### src/rtl/fp_mul_arbiter.sv
// Round-robin arbiter sharing one multi-cycle FP multiplier
// among N requesters, with response backpressure and timeout.
module fp_mul_arbiter #(
  parameter int N = 4,
  parameter int TIMEOUT = 64,
  localparam int ID_W = (N > 1) ? $clog2(N) : 1
) (
  input  logic            clk,
  input  logic            rst_n,
  input  logic [N-1:0]    req_valid_i,
  input  logic [N*32-1:0] req_a_i,
  input  logic [N*32-1:0] req_b_i,
  output logic [N-1:0]    req_ready_o,
  output logic            mul_start_o,
  output logic [31:0]     mul_a_o,
  output logic [31:0]     mul_b_o,
  input  logic            mul_done_i,
  input  logic [31:0]     mul_product_i,
  input  logic [3:0]      mul_flags_i,
  output logic            rsp_valid_o,
  input  logic            rsp_ready_i,
  output logic [ID_W-1:0] rsp_id_o,
  output logic [31:0]     rsp_product_o,
  output logic [3:0]      rsp_flags_o,
  output logic            rsp_timeout_o,
  output logic            busy_o
);

  localparam int TW = $clog2(TIMEOUT + 1);

  typedef enum logic [1:0] {
    S_IDLE,
    S_ISSUE,
    S_WAIT,
    S_RESP
  } state_t;

  state_t          r_state;
  state_t          w_state_nxt;
  logic [ID_W-1:0] r_rr;
  logic [ID_W-1:0] r_id;
  logic [31:0]     r_a;
  logic [31:0]     r_b;
  logic [31:0]     r_prod;
  logic [3:0]      r_flags;
  logic            r_tmo;
  logic [TW-1:0]   r_tmr;
  logic [TW-1:0]   w_tmr_inc;
  logic            w_tmo;
  logic            w_found;
  logic [ID_W-1:0] w_win;
  logic [31:0]     w_a;
  logic [31:0]     w_b;

  assign w_tmr_inc = r_tmr + 1'b1;
  assign w_tmo     = (w_tmr_inc == TW'(TIMEOUT - 1));

  // search upward from r_rr, wrapping past N-1
  always_comb begin
    w_found = 1'b0;
    w_win   = '0;
    w_a     = '0;
    w_b     = '0;
    for (int k = 0; k < N; k++) begin
      int j;
      j = int'(r_rr) + k;
      if (j >= N) j = j - N;
      if (!w_found && req_valid_i[j]) begin
        w_found = 1'b1;
        w_win   = ID_W'(j);
        w_a     = req_a_i[32*j +: 32];
        w_b     = req_b_i[32*j +: 32];
      end
    end
  end

  always_comb begin
    w_state_nxt   = r_state;
    req_ready_o   = '0;
    mul_start_o   = 1'b0;
    mul_a_o       = '0;
    mul_b_o       = '0;
    rsp_valid_o   = 1'b0;
    rsp_id_o      = '0;
    rsp_product_o = '0;
    rsp_flags_o   = '0;
    rsp_timeout_o = 1'b0;
    busy_o        = (r_state != S_IDLE);
    unique case (r_state)
      S_IDLE: begin
        if (w_found && rst_n) begin
          req_ready_o = N'(1) << w_win;
          w_state_nxt = S_ISSUE;
        end
      end
      S_ISSUE: begin
        mul_start_o = 1'b1;
        mul_a_o     = r_a;
        mul_b_o     = r_b;
        w_state_nxt = S_WAIT;
      end
      S_WAIT: begin
        mul_a_o = r_a;
        mul_b_o = r_b;
        if (mul_done_i || w_tmo)
          w_state_nxt = S_RESP;
      end
      S_RESP: begin
        rsp_valid_o   = 1'b1;
        rsp_id_o      = r_id;
        rsp_product_o = r_prod;
        rsp_flags_o   = r_flags;
        rsp_timeout_o = r_tmo;
        if (rsp_ready_i)
          w_state_nxt = S_IDLE;
      end
      default: w_state_nxt = S_IDLE;
    endcase
  end

  always_ff @(posedge clk or negedge rst_n) begin
    if (!rst_n) r_state <= S_IDLE;
    else        r_state <= w_state_nxt;
  end

  always_ff @(posedge clk or negedge rst_n) begin
    if (!rst_n) begin
      r_rr    <= '0;
      r_id    <= '0;
      r_a     <= '0;
      r_b     <= '0;
      r_prod  <= '0;
      r_flags <= '0;
      r_tmo   <= 1'b0;
      r_tmr   <= '0;
    end else begin
      if (r_state == S_IDLE && w_found) begin
        r_id <= w_win;
        r_a  <= w_a;
        r_b  <= w_b;
      end
      if (r_state == S_ISSUE)
        r_tmr <= '0;
      if (r_state == S_WAIT) begin
        r_tmr <= w_tmr_inc;
        // done has priority over a coincident timeout
        if (mul_done_i) begin
          r_prod  <= mul_product_i;
          r_flags <= mul_flags_i;
          r_tmo   <= 1'b0;
        end else if (w_tmo) begin
          r_prod  <= '0;
          r_flags <= '0;
          r_tmo   <= 1'b1;
        end
      end
      if (r_state == S_RESP && rsp_ready_i)
        r_rr <= (r_id == ID_W'(N - 1)) ? '0 : r_id + 1'b1;
    end
  end

endmodule

### config.mk
export PLATFORM = sky130hd
export DESIGN_NAME = fp_mul_arbiter
export DESIGN_NICKNAME = d
export VERILOG_FILES = /design/src/rtl/fp_mul_arbiter.sv
export SDC_FILE = /design/constraint.sdc
export NUM_CORES = 1
export LEC_CHECK = 0
export BUFFER_PORTS_ARGS = -buffer_cell sky130_fd_sc_hd__buf_4
export CELL_PAD_IN_SITES_DETAIL_PLACEMENT = 1
export CELL_PAD_IN_SITES_GLOBAL_PLACEMENT = 1
export CORE_MARGIN = 2
export CORE_UTILIZATION = 42
export CTS_BUF_LIST = sky130_fd_sc_hd__clkbuf_4
export DETAILED_ROUTE_END_ITERATION = 7
export PLACE_DENSITY_LB_ADDON = 0.08
export SETUP_SLACK_MARGIN = 0.5
export SLEW_MARGIN = 10
export SYNTH_ARGS = -nofsm -noshare
export SYNTH_HDL_FRONTEND = slang
export SYNTH_SLANG_ARGS = --single-unit
### constraint.sdc
create_clock -name clk -period 4.8 [get_ports clk]
set_input_delay 1.2 -clock clk [delete_from_list [all_inputs] [get_ports clk]]
set_output_delay 1.2 -clock clk [all_outputs]
set_load 0.02 [all_outputs]
**Word level (Yosys, flattened, before mapping)**

Index checks and enable logic that the tools add are counted.
Widths: inputs -> output; s select.

- Memories kept: 0
- Logic and storage cells: 115
- Memory bits (read-only): 0
- Memory bits (writable): 0
- Bits in latches: 0
- Flip-flop bits (word level): 114
- Output and inout bits: 110
- Input bits: 300

- Equal/unequal tests: 8
- Divide/modulo/power cells: 0
- $lt $le $gt $ge: 8
- Reduce and logical (&&, ||, !) cells: 17
- Mux-type cells: 55
- Multipliers: 0
- Add/sub/neg operators: 9
- Bitwise gates (word level): 0
- Shifts and indexed selects: 9

Operators by type and width:

| cell | count |
|---|---|
| $shiftx 128x32->32 | 8 |
| $mux 32 | 17 |
| $lt 32x4->1 const B | 4 |
| $mux 4 | 5 |
| $mux 2 | 9 |
| $mux 1 | 17 |
| $mux 7 | 2 |
| $sub 3x3->4 const B | 3 |
| $ge 3x3->1 const B | 3 |
| $bmux 1 s2 | 4 |
| $pmux 2 s4 | 1 |
| $add 7x1->7 const B | 1 |
| $eq 7x6->1 const B | 1 |
| $add 2x2->3 const B | 2 |
| $eq 2x2->1 const B | 3 |
| $logic_and 1x1->1 | 6 |
| $ne 2x2->1 const B | 3 |
| $reduce_bool 2->1 | 3 |
| $shl 1x2->4 const A | 1 |
| $sub 2x3->4 const B | 1 |
| $add 2x1->3 const B | 1 |
| $ge 2x3->1 const B | 1 |
| $logic_not 1->1 | 3 |
| $reduce_and 3->1 | 1 |
| other kinds (6) | 6 |

**Logic depth before layout (Yosys ltp)**

- Word-level depth: 18
- Depth in mapped cells: 15
- Depth with buffers taken out: 8

**Worst setup path before layout**

No wires, ideal clock.

- Path type: register to output
- Start: reg r_rr[0]
- End: out req_ready_o[0]
- Data arrival time: 3.244 ns
- Required time: 3.600 ns
- Path buffers: 8
- Slack: 0.356 ns
- Cell stages (with the launch flop): 14
- Cell sequence: dfrtp_1 buf_6 buf_2 buf_2 buf_2 inv_1 ha_1 buf_2 buf_2 buf_2 clkbuf_1 nand4_1 nand2_1 nor3b_1

- Longest elaborated chain between the ends: 18
- Elaborated cells on any way between the ends: 45
- Classes of those cells: add/sub (7); order compare (4); shift (1); mux (26); reduce/logical (7)

RTL lines:

| item | line | text |
|---|---|---|
| from (decl) | 40 | `logic [ID_W-1:0] r_rr;` |
| from (signal assigned) | 158 | `r_rr <= (r_id == ID_W'(N - 1)) ? '0 : r_id + 1'b1;` |
| parallel branches: the longest is 16 deep, another holds $sub 3x3->4 | - |  |
| $mux 4 * | 91 | `if (w_found && rst_n) begin` |
| $mux 4 * | 89 | `unique case (r_state)` |
| to (decl) | 13 | `output logic [N-1:0] req_ready_o,` |

Mark *: on every way between the ends. The select of a mux whose other input is x is not followed.

**Worst setup path after layout**

- Start: reg r_rr[1]
- End: out req_ready_o[0]

The elaborated chain is that of the path after synthesis.

==> run metrics <==
met1 Resource Use GR 0.382; clock network latency to the later pin of the worst-skew pair between 0.5 and 0.6 ns; H-tree Lvls 4; Die Y-Extent around 190 µm; crit path launch type flip-flop; clock input transition at the sequential cells of the worst setup and hold paths 0.13 ns; top area cells in the synthesized netlist mux4_2 (32%), dfrtp_1 (20%), mux2_2 (11%), a21oi_1 (4.9%), and2_1 (4.7%); Hold Vio Cnt, Final 0; Worst R2R Start r_rr[0]; overall die width 186 µm; number of enable-type register cells in the synthesized netlist 0; final-stage net count approximately 2,000; Final setup viols 0; critical path startpoint r_rr[1]; Detailed Place HPWL around 34,000 µm; Final Max Slew Viols 0; number of buffer cells added on primary ports roughly 410; Seq cells post-synth 114; predominant post-synthesis flop cell dfrtp_1; total overflow reported by the global router 0; total of max-cap violations 0; number of CTS-inserted buffers 17; count of vias placed by the detailed router about 14,000; gp weighted congestion around 0.86; wire length after detailed routing roughly 52,000 µm; worst slew margin relative to its limit 0.248; setup repair after global routing missed its margin false; critical path arrival roughly 3 ns; root buf cell clkbuf_4; synthesized net count approximately 1,700; largest buffer count on any clock path 2; share of synthesized flip-flops with an asynchronous set or reset 1.00; std cell rows 66; highest net fanout along the worst path 9; total track usage 0.294; most instantiated cells after synthesis mux4_2 (196), a21oi_1 (135), nor2_1 (134); Critical path destination req_ready_o[0]; starting density of the core 0.427; Max IR drop VDD 0.000541 V; final worst setup slack around 0.66 ns; GR Layer Usage met3 0.0483; total number of yosys warnings 0; met2 track demand over resource in global routing 0.484; layer with the highest usage after global routing met2; final setup skew 0.0437 ns; result of the run finished, final reports clean; mapped cell area about 14,000 µm²; Syn Inst Count 1,361; post-synthesis cell type count 46; via count of the first global-routing pass 13,800; Pleak roughly 6.9 nW; fin crit period 4.14 ns; setup slack at placement 0.642 ns; post-DR vias/cell between 6 and 7; Power Density ~750 nW/µm²; Std-Cell Core Area around 33,000 µm²; total power 13.1 mW; cell accounting for the most synthesized area mux4_2; Crit Path Class reg -> out; number of top-level design ports around 400; final worst hold slack ~0.5 ns; Area growth syn-to-layout 25.9%; most used standard cell by instance count after synthesis mux4_2; number of DRC violations after detailed-routing iteration 0 roughly 930; path category of the worst min-delay check in -> async; fmax between 200 and 250 MHz; Util after Layout 0.537; worst setup slack for register-to-register paths between 1 and 1.5 ns; ratio of cells with drive above 1 in the final layout 0.488; remaining antenna violation count 0; area share of the largest cell type after synthesis 0.317; instance count after placement with tap cells included ~2,100; pin count of the biggest net entering global routing 85; destination of the worst register-to-register timing path r_a[12]; Synth Area per Inst 10.2 µm²; sequential element share of the synthesized area 0.205; Total Die Area approximately 35,000 µm²; wire length of the first global-routing pass a little under 80,000 µm; slew at the pin with the worst max-slew slack roughly 1.1 ns; post-route standard cell area excluding fillers between 15,000 and 20,000 µm²; WL/cell about 24 µm; Worst Setup End Kind output pin; number of filler cells placed in the layout between 3,000 and 4,000; setup TNS after final layout 0 ns; period utilization 0.863; initial antenna violation count 3; number of sinks handled by clock tree synthesis approximately 110; depth of the worst register-to-register path 8; DRC 0; number of search-and-repair iterations in the first detailed-routing pass 5; filler-free cell count of the finished design 2,126; instance area after placement 17,100 µm²; CP required around 3.6 ns; clock tree from TritonCTS built
timing repair:
item,CTS,global route
gates cloned,1,0
resized for setup,1,3
setup buffers,4,0
setup endpoints to repair,4,3
hold buffers,0,0
hold endpoints to repair,0,0
power by group:
| part | switching, mW | total (mW) | internal (mW) |
|---|---|---|---|
| clock network | 0.463 | 0.732 | 0.269 |
| logic | 5.87 | 10.7 | 4.81 |
| registers | 0.242 | 1.67 | 1.43 |
| total | 6.57 | 13.1 | 6.50 |
worst min path at each step:
stage / endpoint / slack [ns] / cells after the start
after detailed placement: r_prod[20] / 0.48 / 1
after floorplan: r_tmo / 0.46 / 2
final: r_a[30] / 0.50 / 1
after CTS: r_a[30] / 0.45 / 1
after global placement: r_tmo / 0.47 / 2
after global routing: r_a[30] / 0.47 / 1
logic make-up after synthesis:
logic type,Yosys count,synth area share
mux,334,0.428
flops,114,0.205
buf+inv,167,0.0562
simple gates,346,0.118
fa+ha+maj,12,0.0108
compound gates,388,0.182
routing by layer:
metal | up-vias | share of wire
li1 | 5969 | -
met1 | 6960 | 0.40
met5 | - | 0
met4 | 0 | 0.038
met2 | 573 | 0.49
met3 | 101 | 0.074
placed cells by master (no fill, tap or decap), types with 2 or more instances in the layout:
| master | n |
|---|---|
| buf_4 | 431 |
| mux4_2 | 196 |
| a21oi_1 | 135 |
| nor2_1 | 133 |
| mux2_2 | 132 |
| dfrtp_1 | 112 |
| and2_1 | 104 |
| nand2_1 | 85 |
| o21ai_0 | 70 |
| a221oi_1 | 64 |
| a22oi_1 | 64 |
| a22o_1 | 36 |
| clkbuf_4 | 18 |
| inv_1 | 12 |
| ha_1 | 10 |
| diode_2 | 5 |
| mux2i_1 | 5 |
| inv_6 | 5 |
| nor3_1 | 4 |
| o31ai_1 | 4 |
| buf_12 | 4 |
| nor2_4 | 3 |
| clkinv_4 | 3 |
| buf_6 | 3 |
| o211ai_1 | 2 |
| nand2b_1 | 2 |
| nand3_1 | 2 |
| nor2b_1 | 2 |
| clkinv_2 | 2 |
| clkinvlp_4 | 2 |
| buf_16 | 2 |
| dfrtp_4 | 2 |
worst max-delay path: stages (launching register included):
cell	delay [ns]
dfrtp_4	0.53
inv_1	0.11
ha_4	0.36
mux4_2	0.36
nor2b_4	0.17
o211ai_1	0.17
o21a_1	0.25
inv_1	0.11
nor3b_2	0.19
buf_4	0.16
state kept, by name, indices dropped and copies added (netlist names):
| register | flops |
|---|---|
| r_b | 32 |
| r_rr | 2 |
| r_tmo | 1 |
| r_id | 2 |
| r_state | 2 |
| r_a | 32 |
| r_tmr | 7 |
| r_flags | 4 |
| r_prod | 32 |
area by class of cell:
type                            instances  area [µm²]  area share
Clock buffer                           18         135     0.00771
Multi-Input combinational cell       1080       10300       0.591
Timing Repair Buffer                  441        3440       0.196
Inverter                               12        45.0     0.00257
Clock inverter                         14         129     0.00736
Antenna cell                            5        12.5    0.000714
Sequential cell                       114        2860       0.163
Tap cell                              442         553      0.0316
Power figures use the tool's default switching activity.
